### src/rtl/seg_pkg.sv
// seg_pkg: glyph codes and the glyph-to-cathode decode shared by the scan controller
package seg_pkg;
  localparam logic [3:0] G_0 = 4'h0, G_1 = 4'h1, G_2 = 4'h2, G_3 = 4'h3, G_4 = 4'h4;
  localparam logic [3:0] G_5 = 4'h5, G_6 = 4'h6, G_7 = 4'h7, G_8 = 4'h8, G_9 = 4'h9;
  localparam logic [3:0] G_LB = 4'hA, G_LD = 4'hB, G_UA = 4'hC;
  localparam logic [3:0] G_BLANK = 4'hD, G_DASH = 4'hE, G_E = 4'hF;
  // Active-low cathodes {a,b,c,d,e,f,g}
  function automatic logic [6:0] seg_glyph(input logic [3:0] g);
    case (g)
      G_0:     return 7'b0000001;
      G_1:     return 7'b1001111;
      G_2:     return 7'b0010010;
      G_3:     return 7'b0000110;
      G_4:     return 7'b1001100;
      G_5:     return 7'b0100100;
      G_6:     return 7'b0100000;
      G_7:     return 7'b0001111;
      G_8:     return 7'b0000000;
      G_9:     return 7'b0000100;
      G_LB:    return 7'b1100000;
      G_LD:    return 7'b1000010;
      G_UA:    return 7'b0001000;
      G_DASH:  return 7'b1111110;
      G_E:     return 7'b0110000;
      default: return 7'b1111111;
    endcase
  endfunction
endpackage

### src/rtl/seg_glyph_decode.sv
// seg_glyph_decode: combinational glyph ROM
module seg_glyph_decode
  import seg_pkg::*;
(
  input  logic [3:0] glyph_i,
  output logic [6:0] seg_o
);
  assign seg_o = seg_glyph(glyph_i);
endmodule

### src/rtl/seg_scan_ctrl.sv
// seg_scan_ctrl: N-digit 7-segment scanner with tear-free frame load, anti-ghost blanking, PWM and blink
module seg_scan_ctrl
  import seg_pkg::*;
#(
  parameter int NUM_DIGITS  = 4,
  parameter int DIGIT_TICKS = 5000,
  parameter int BLANK_TICKS = 64,
  parameter int BRIGHT_W    = 3,
  parameter int BLINK_SCANS = 200
) (
  input  logic                    clk,
  input  logic                    rst_n,
  input  logic                    load_valid_i,
  output logic                    load_ready_o,
  input  logic [4*NUM_DIGITS-1:0] digits_i,
  input  logic [NUM_DIGITS-1:0]   dp_i,
  input  logic [NUM_DIGITS-1:0]   blink_i,
  input  logic [BRIGHT_W-1:0]     bright_i,
  output logic [NUM_DIGITS-1:0]   anode_o,
  output logic [6:0]              seg_o,
  output logic                    dp_n_o,
  output logic                    scan_wrap_o
);
  localparam int TW = $clog2(DIGIT_TICKS);
  localparam int IW = NUM_DIGITS > 1 ? $clog2(NUM_DIGITS) : 1;
  localparam int SW = $clog2(BLINK_SCANS + 1);
  localparam int SPAN = DIGIT_TICKS - BLANK_TICKS;
  logic [TW-1:0] tick_q, tick_d;
  logic [IW-1:0] idx_q, idx_d;
  logic [SW-1:0] scan_q, scan_d;
  logic phase_q, phase_d;
  logic [4*NUM_DIGITS-1:0] disp_g_q, disp_g_d, pend_g_q, pend_g_d;
  logic [NUM_DIGITS-1:0] disp_dp_q, disp_dp_d, disp_bl_q, disp_bl_d;
  logic [NUM_DIGITS-1:0] pend_dp_q, pend_dp_d, pend_bl_q, pend_bl_d;
  logic [BRIGHT_W-1:0] pend_br_q, pend_br_d;
  logic pend_v_q, pend_v_d;
  logic [TW:0] lit_end_q, lit_end_d;
  logic [NUM_DIGITS-1:0] anode_q, anode_d;
  logic [6:0] seg_q, seg_d, dec_seg;
  logic dp_n_q, dp_n_d, wrap_q;
  logic tick_last, wrap, scan_hit, accept, swap, on;
  logic [3:0] cur_g;
  assign cur_g = disp_g_q[{idx_q, 2'b00} +: 4];
  seg_glyph_decode u_dec (.glyph_i(cur_g), .seg_o(dec_seg));
  always_comb begin
    tick_last = tick_q == TW'(DIGIT_TICKS - 1);
    wrap = tick_last && idx_q == IW'(NUM_DIGITS - 1);
    scan_hit = wrap && scan_q == SW'(BLINK_SCANS - 1);
    tick_d = tick_last ? '0 : tick_q + 1'b1;
    idx_d = tick_last ? (wrap ? '0 : idx_q + 1'b1) : idx_q;
    scan_d = wrap ? (scan_hit ? '0 : scan_q + 1'b1) : scan_q;
    phase_d = phase_q ^ scan_hit;
    accept = load_valid_i && !pend_v_q;
    swap = wrap && pend_v_q;
    pend_v_d = accept || (pend_v_q && !swap);
    pend_g_d = accept ? digits_i : pend_g_q;
    pend_dp_d = accept ? dp_i : pend_dp_q;
    pend_bl_d = accept ? blink_i : pend_bl_q;
    pend_br_d = accept ? bright_i : pend_br_q;
    disp_g_d = swap ? pend_g_q : disp_g_q;
    disp_dp_d = swap ? pend_dp_q : disp_dp_q;
    disp_bl_d = swap ? pend_bl_q : disp_bl_q;
    // PWM threshold is only recomputed on frame swap, keeping the multiply off the tick path
    lit_end_d = swap ? (TW+1)'(BLANK_TICKS + ((SPAN * (int'(pend_br_q) + 1)) >> BRIGHT_W)) : lit_end_q;
    on = {1'b0, tick_q} >= (TW+1)'(BLANK_TICKS) && {1'b0, tick_q} < lit_end_q
         && !(disp_bl_q[idx_q] && phase_q);
    anode_d = on ? ~(NUM_DIGITS'(1) << idx_q) : '1;
    seg_d = on ? dec_seg : 7'h7F;
    dp_n_d = on ? ~disp_dp_q[idx_q] : 1'b1;
  end
  always_ff @(posedge clk or negedge rst_n) begin
    if (!rst_n) begin
      tick_q <= '0;
      idx_q <= '0;
      scan_q <= '0;
      phase_q <= 1'b0;
      disp_g_q <= {NUM_DIGITS{G_BLANK}};
      disp_dp_q <= '0;
      disp_bl_q <= '0;
      lit_end_q <= (TW+1)'(DIGIT_TICKS);
      pend_g_q <= '0;
      pend_dp_q <= '0;
      pend_bl_q <= '0;
      pend_br_q <= '0;
      pend_v_q <= 1'b0;
      anode_q <= '1;
      seg_q <= 7'h7F;
      dp_n_q <= 1'b1;
      wrap_q <= 1'b0;
    end else begin
      tick_q <= tick_d;
      idx_q <= idx_d;
      scan_q <= scan_d;
      phase_q <= phase_d;
      disp_g_q <= disp_g_d;
      disp_dp_q <= disp_dp_d;
      disp_bl_q <= disp_bl_d;
      lit_end_q <= lit_end_d;
      pend_g_q <= pend_g_d;
      pend_dp_q <= pend_dp_d;
      pend_bl_q <= pend_bl_d;
      pend_br_q <= pend_br_d;
      pend_v_q <= pend_v_d;
      anode_q <= anode_d;
      seg_q <= seg_d;
      dp_n_q <= dp_n_d;
      wrap_q <= wrap;
    end
  end
  assign load_ready_o = !pend_v_q;
  assign anode_o = anode_q;
  assign seg_o = seg_q;
  assign dp_n_o = dp_n_q;
  assign scan_wrap_o = wrap_q;
endmodule

### config.mk
export PLATFORM = sky130hd
export DESIGN_NAME = seg_scan_ctrl
export DESIGN_NICKNAME = d
export VERILOG_FILES = /design/src/rtl/seg_pkg.sv /design/src/rtl/seg_glyph_decode.sv /design/src/rtl/seg_scan_ctrl.sv
export SDC_FILE = /design/constraint.sdc
export NUM_CORES = 1
export LEC_CHECK = 0
export CORE_ASPECT_RATIO = 1.25
export CORE_MARGIN = 1.5
export CORE_UTILIZATION = 60
export DETAILED_ROUTE_END_ITERATION = 7
export PLACE_DENSITY = 0.93
export SYNTH_ARGS = -nofsm -noshare
export SYNTH_HDL_FRONTEND = slang
export SYNTH_SLANG_ARGS = --single-unit
export TNS_END_PERCENT = 1
### constraint.sdc
create_clock -name clk -period 6.06 [get_ports clk]
set_input_delay 1.212 -clock clk [delete_from_list [all_inputs] [get_ports clk]]
set_output_delay 1.212 -clock clk [all_outputs]
set_load 0.02 [all_outputs]
==> summary.txt <==
Synth
  • Post-Synth XOR/XNOR Area: 0.0406
  • Post-synthesis sequential area ratio: 0.500
  • Mapped Area: 5180 sq um
  • Syn avg cell area: 11.1 sq um
  • Compound-gate portion of the synthesized area: 0.0630
  • Mapped Cells: 468
  • Dominant synthesized flop cell: dfrtp_1
  • Largest family of logic cells by synthesized area: simple AND/OR/NAND/NOR gates
  • Post-synthesis simple-gate area fraction: 0.152
  • Synth Area in Adders: 0.106
  • Post-synth EDFFs: 0
  • Ys Warns: 0
  • Post-synthesis mux area share: 0.102
  • Share of flip-flops with an asynchronous set or reset: 1.00
  • FF+latch count, synth: 102
  • Post-synthesis cell type count: 54
  • Mapped Nets: 540

Global route
  • Initial antenna violation count: 0
  • Met3 usage: 0.0423
  • Gr usage total: 0.245
  • Vias in the first global route: 3823
  • GRT met1 Usage: 0.304
  • First-pass GRT wire length: 17600 um
  • Gr ovfl total: 0
  • Largest net degree at the start of global routing: 58
  • Most used routing layer: met2
  • Grt met2 use: 0.419

Timing
  • Endpoints failing hold: 0
  • Worst Clk Skew: 21.6 ps
  • Fin. max-slew vios: 0
  • Slew @ Worst Pin: 1160 ps
  • Time the worst path needs with I/O delays and setup: 3460 ps
  • Final Setup Violations: 0
  • Hold_ws: 461 ps
  • Setup TNS Final: 0 ps
  • Rel. slew slack: 0.224
  • RSZ-0062 raised after global routing: false
  • Period utilization: 0.571
  • Max Clk Rate: 289 MHz

Floorplan
  • Initial core utilization: 0.625
  • I/O pins: 44
  • Die X: 86.1 um
  • Die Height: 107 um
  • FP Rows: 37
  • Core area: 8290 sq um
  • Full die area: 9210 sq um

Clock tree
  • Worst-path clk slew: 100 ps
  • Skew-Pair Late Insertion Delay: 370 ps
  • Number of buffers created by CTS: 9
  • Clk sink count: 102
  • H-tree Lvls: 3
  • CTS tree: yes
  • Largest buffer count on any clock path: 2
  • Root buffer cell: clkbuf_8
  • CTS Hold Bufs: 0
  • Post-cts sizing count: 0
  • # Post-CTS Setup Buffers: 0

Critical path
  • Worst path most repeated cell: ha_1
  • R2r endpoint: lit_end_q[11]
  • Max FO, Critical Path: 6
  • Critical path, cell by cell: ha_1, xnor2_1, inv_1, ha_1, ha_1, ha_1, ha_1, or2_2, a21oi_1, a21oi_1, xor2_1, o21ai_1
  • CP peak stage delay: 460 ps
  • R2R cell count: 12
  • Kind of start point of the critical path: register
  • FF-to-FF setup slack: 2600 ps
  • Worst EP arrival: 3670 ps
  • Crit Path Class: reg -> reg
  • Critical path origin: pend_br_q[0]
  • Slowest CP cell: dfrtp_1
  • Data required time at the worst endpoint: 6270 ps
  • Setup crit end kind: register
  • Reg2reg start: pend_br_q[0]
  • Crit path to: lit_end_q[11]

Min path
  • Min-delay src: disp_g_q[7]
  • Hold Crit Class: reg -> reg
  • WHS Path Cells: 2

Power and ir drop
  • VDD IR-drop max: 0.199 mV
  • LEAKAGE: 0.00267 uW
  • Power, Total: 1320 uW
  • Pwr Density: 226 nW/um^2

Finish
  • Antenna diode count: 0
  • Final cell count without fillers: 610
  • Storage cell area: 2590 sq um
  • Final instance area: 5870 sq um
  • Fillers: 518
  • Layout cells sized above 1: 0.189
  • Layout area overhead: 13.2%
  • Final nets: 580
  • Multi-input gate area: 2410 sq um

Placement
  • Port bufs: 43
  • GPL Wtd Cong: 0.916
  • HPWL after DPL: 7120 um
  • Placed cell area: 5660 sq um
  • Inst Count DP: 594

Routing
  • Pre-antenna DRT Iters: 4
  • DRT antenna net count: 0
  • 1st-iter DRT viols: 249
  • DRC: 0
  • Routed wire length: 9830 um
  • Vias: 3604
  • Via-to-Cell Ratio: 5.91
  • WL per Instance: 16.1 um

Run
  • Total of max-cap violations: 0

Status
  • Status: completed
-- how the worst min path moves through the flow --
stage,endpoint
global route,disp_g_q[7]
detailed placement,disp_g_q[11]
floorplan,disp_g_q[10]
global placement,disp_g_q[2]
CTS,disp_g_q[7]
finish,disp_g_q[7]
-- cell usage after synthesis (3+ instances only) --
cell type | number | area [sq um]
clkbuf_1 | 8 | 30.0
nand3b_1 | 6 | 45.0
fa_1 | 3 | 60.1
or2_2 | 3 | 18.8
nand2_1 | 101 | 379
o21ai_1 | 7 | 35.0
and4_1 | 3 | 26.3
xor2_1 | 8 | 70.1
inv_1 | 24 | 90.1
mux2_2 | 30 | 338
mux4_2 | 8 | 180
o21ai_0 | 11 | 55.1
dfstp_2 | 29 | 762
xnor2_1 | 16 | 140
ha_1 | 39 | 488
and3_1 | 5 | 31.3
a21oi_1 | 7 | 35.0
dfrtp_1 | 73 | 1830
nand4_1 | 5 | 31.3
nand3_1 | 18 | 90.1
a211oi_1 | 3 | 22.5
buf_4 | 5 | 37.5
nor2_1 | 17 | 63.8
-- cells in the final DEF, fill, tap and decap left out, types with 2 or more instances in the layout --
master / Yosys / routed
nand3b_1: 6 / 6
dfstp_2: 29 / 29
clkbuf_8: 0 / 9
xor2_1: 8 / 8
mux2_2: 30 / 30
o21ai_0: 11 / 11
nand4_1: 5 / 5
fa_1: 3 / 3
clkinv_8: 0 / 3
nor2_1: 17 / 17
o2bb2ai_1: 2 / 2
buf_4: 5 / 4
inv_1: 24 / 24
inv_6: 0 / 2
dfrtp_1: 73 / 73
or2_2: 3 / 3
nor3_1: 2 / 2
o211ai_1: 2 / 2
ha_1: 39 / 39
and3_1: 5 / 5
a22oi_1: 2 / 2
o21ai_1: 7 / 7
o2111ai_1: 2 / 2
clkdlybuf4s50_1: 0 / 42
a211oi_1: 3 / 3
nand2_1: 101 / 101
xnor2_1: 16 / 16
mux4_2: 8 / 8
a21oi_1: 7 / 7
and4_1: 3 / 3
nand3_1: 18 / 18
-- state kept, by name, summed over array words and instances, names as in the netlist, 7 cells and up --
signal and count:
scan_q 8, pend_g_q 16, disp_g_q 16, lit_end_q 13
seg_o 7, tick_q 13
-- per-layer routing --
metal  up-vias  wire length, um
met5         -                0
met4         0              260
met3        22              344
met2       105             5250
met1      1800             3970
li1       1677                -
-- cell families after synthesis --
kind of cell / after synthesis
other cells: 1
xor+xnor: 24
buf+inv: 41
compound gates: 49
fa+ha+maj: 42
simple gates: 170
mux: 39
flops: 102
-- stage by stage --
stage	utilization	setup WS, ps
after floorplan	-	2970
after global placement	0.683	2850
after detailed placement	0.683	2720
after CTS	0.708	2620
after global routing	0.708	2450
final	0.708	2600
-- critical path: cells and delay by family (launching register included) --
family          cells  cell delay, ps
simple gates        1             310
flops               1             460
buf+inv             1             200
compound gates      3             430
fa+ha+maj           5            1300
xor+xnor            2             610
-- area by class of cell --
| cell class | count | share of cell area |
|---|---|---|
| tap | 97 | 0.0207 |
| inverter | 24 | 0.0154 |
| clock inverter | 7 | 0.0147 |
| clock buffer | 9 | 0.0211 |
| timing repair buffer | 46 | 0.0768 |
| multi-input combinational | 325 | 0.410 |
| sequential | 102 | 0.441 |
-- power breakdown --
group | total (uW) | internal [uW] | switching (uW)
logic | 181 | 85.8 | 94.7
clock network | 426 | 166 | 260
registers | 717 | 702 | 14.8
total | 1320 | 954 | 369
(Power assumes the default switching activity.)
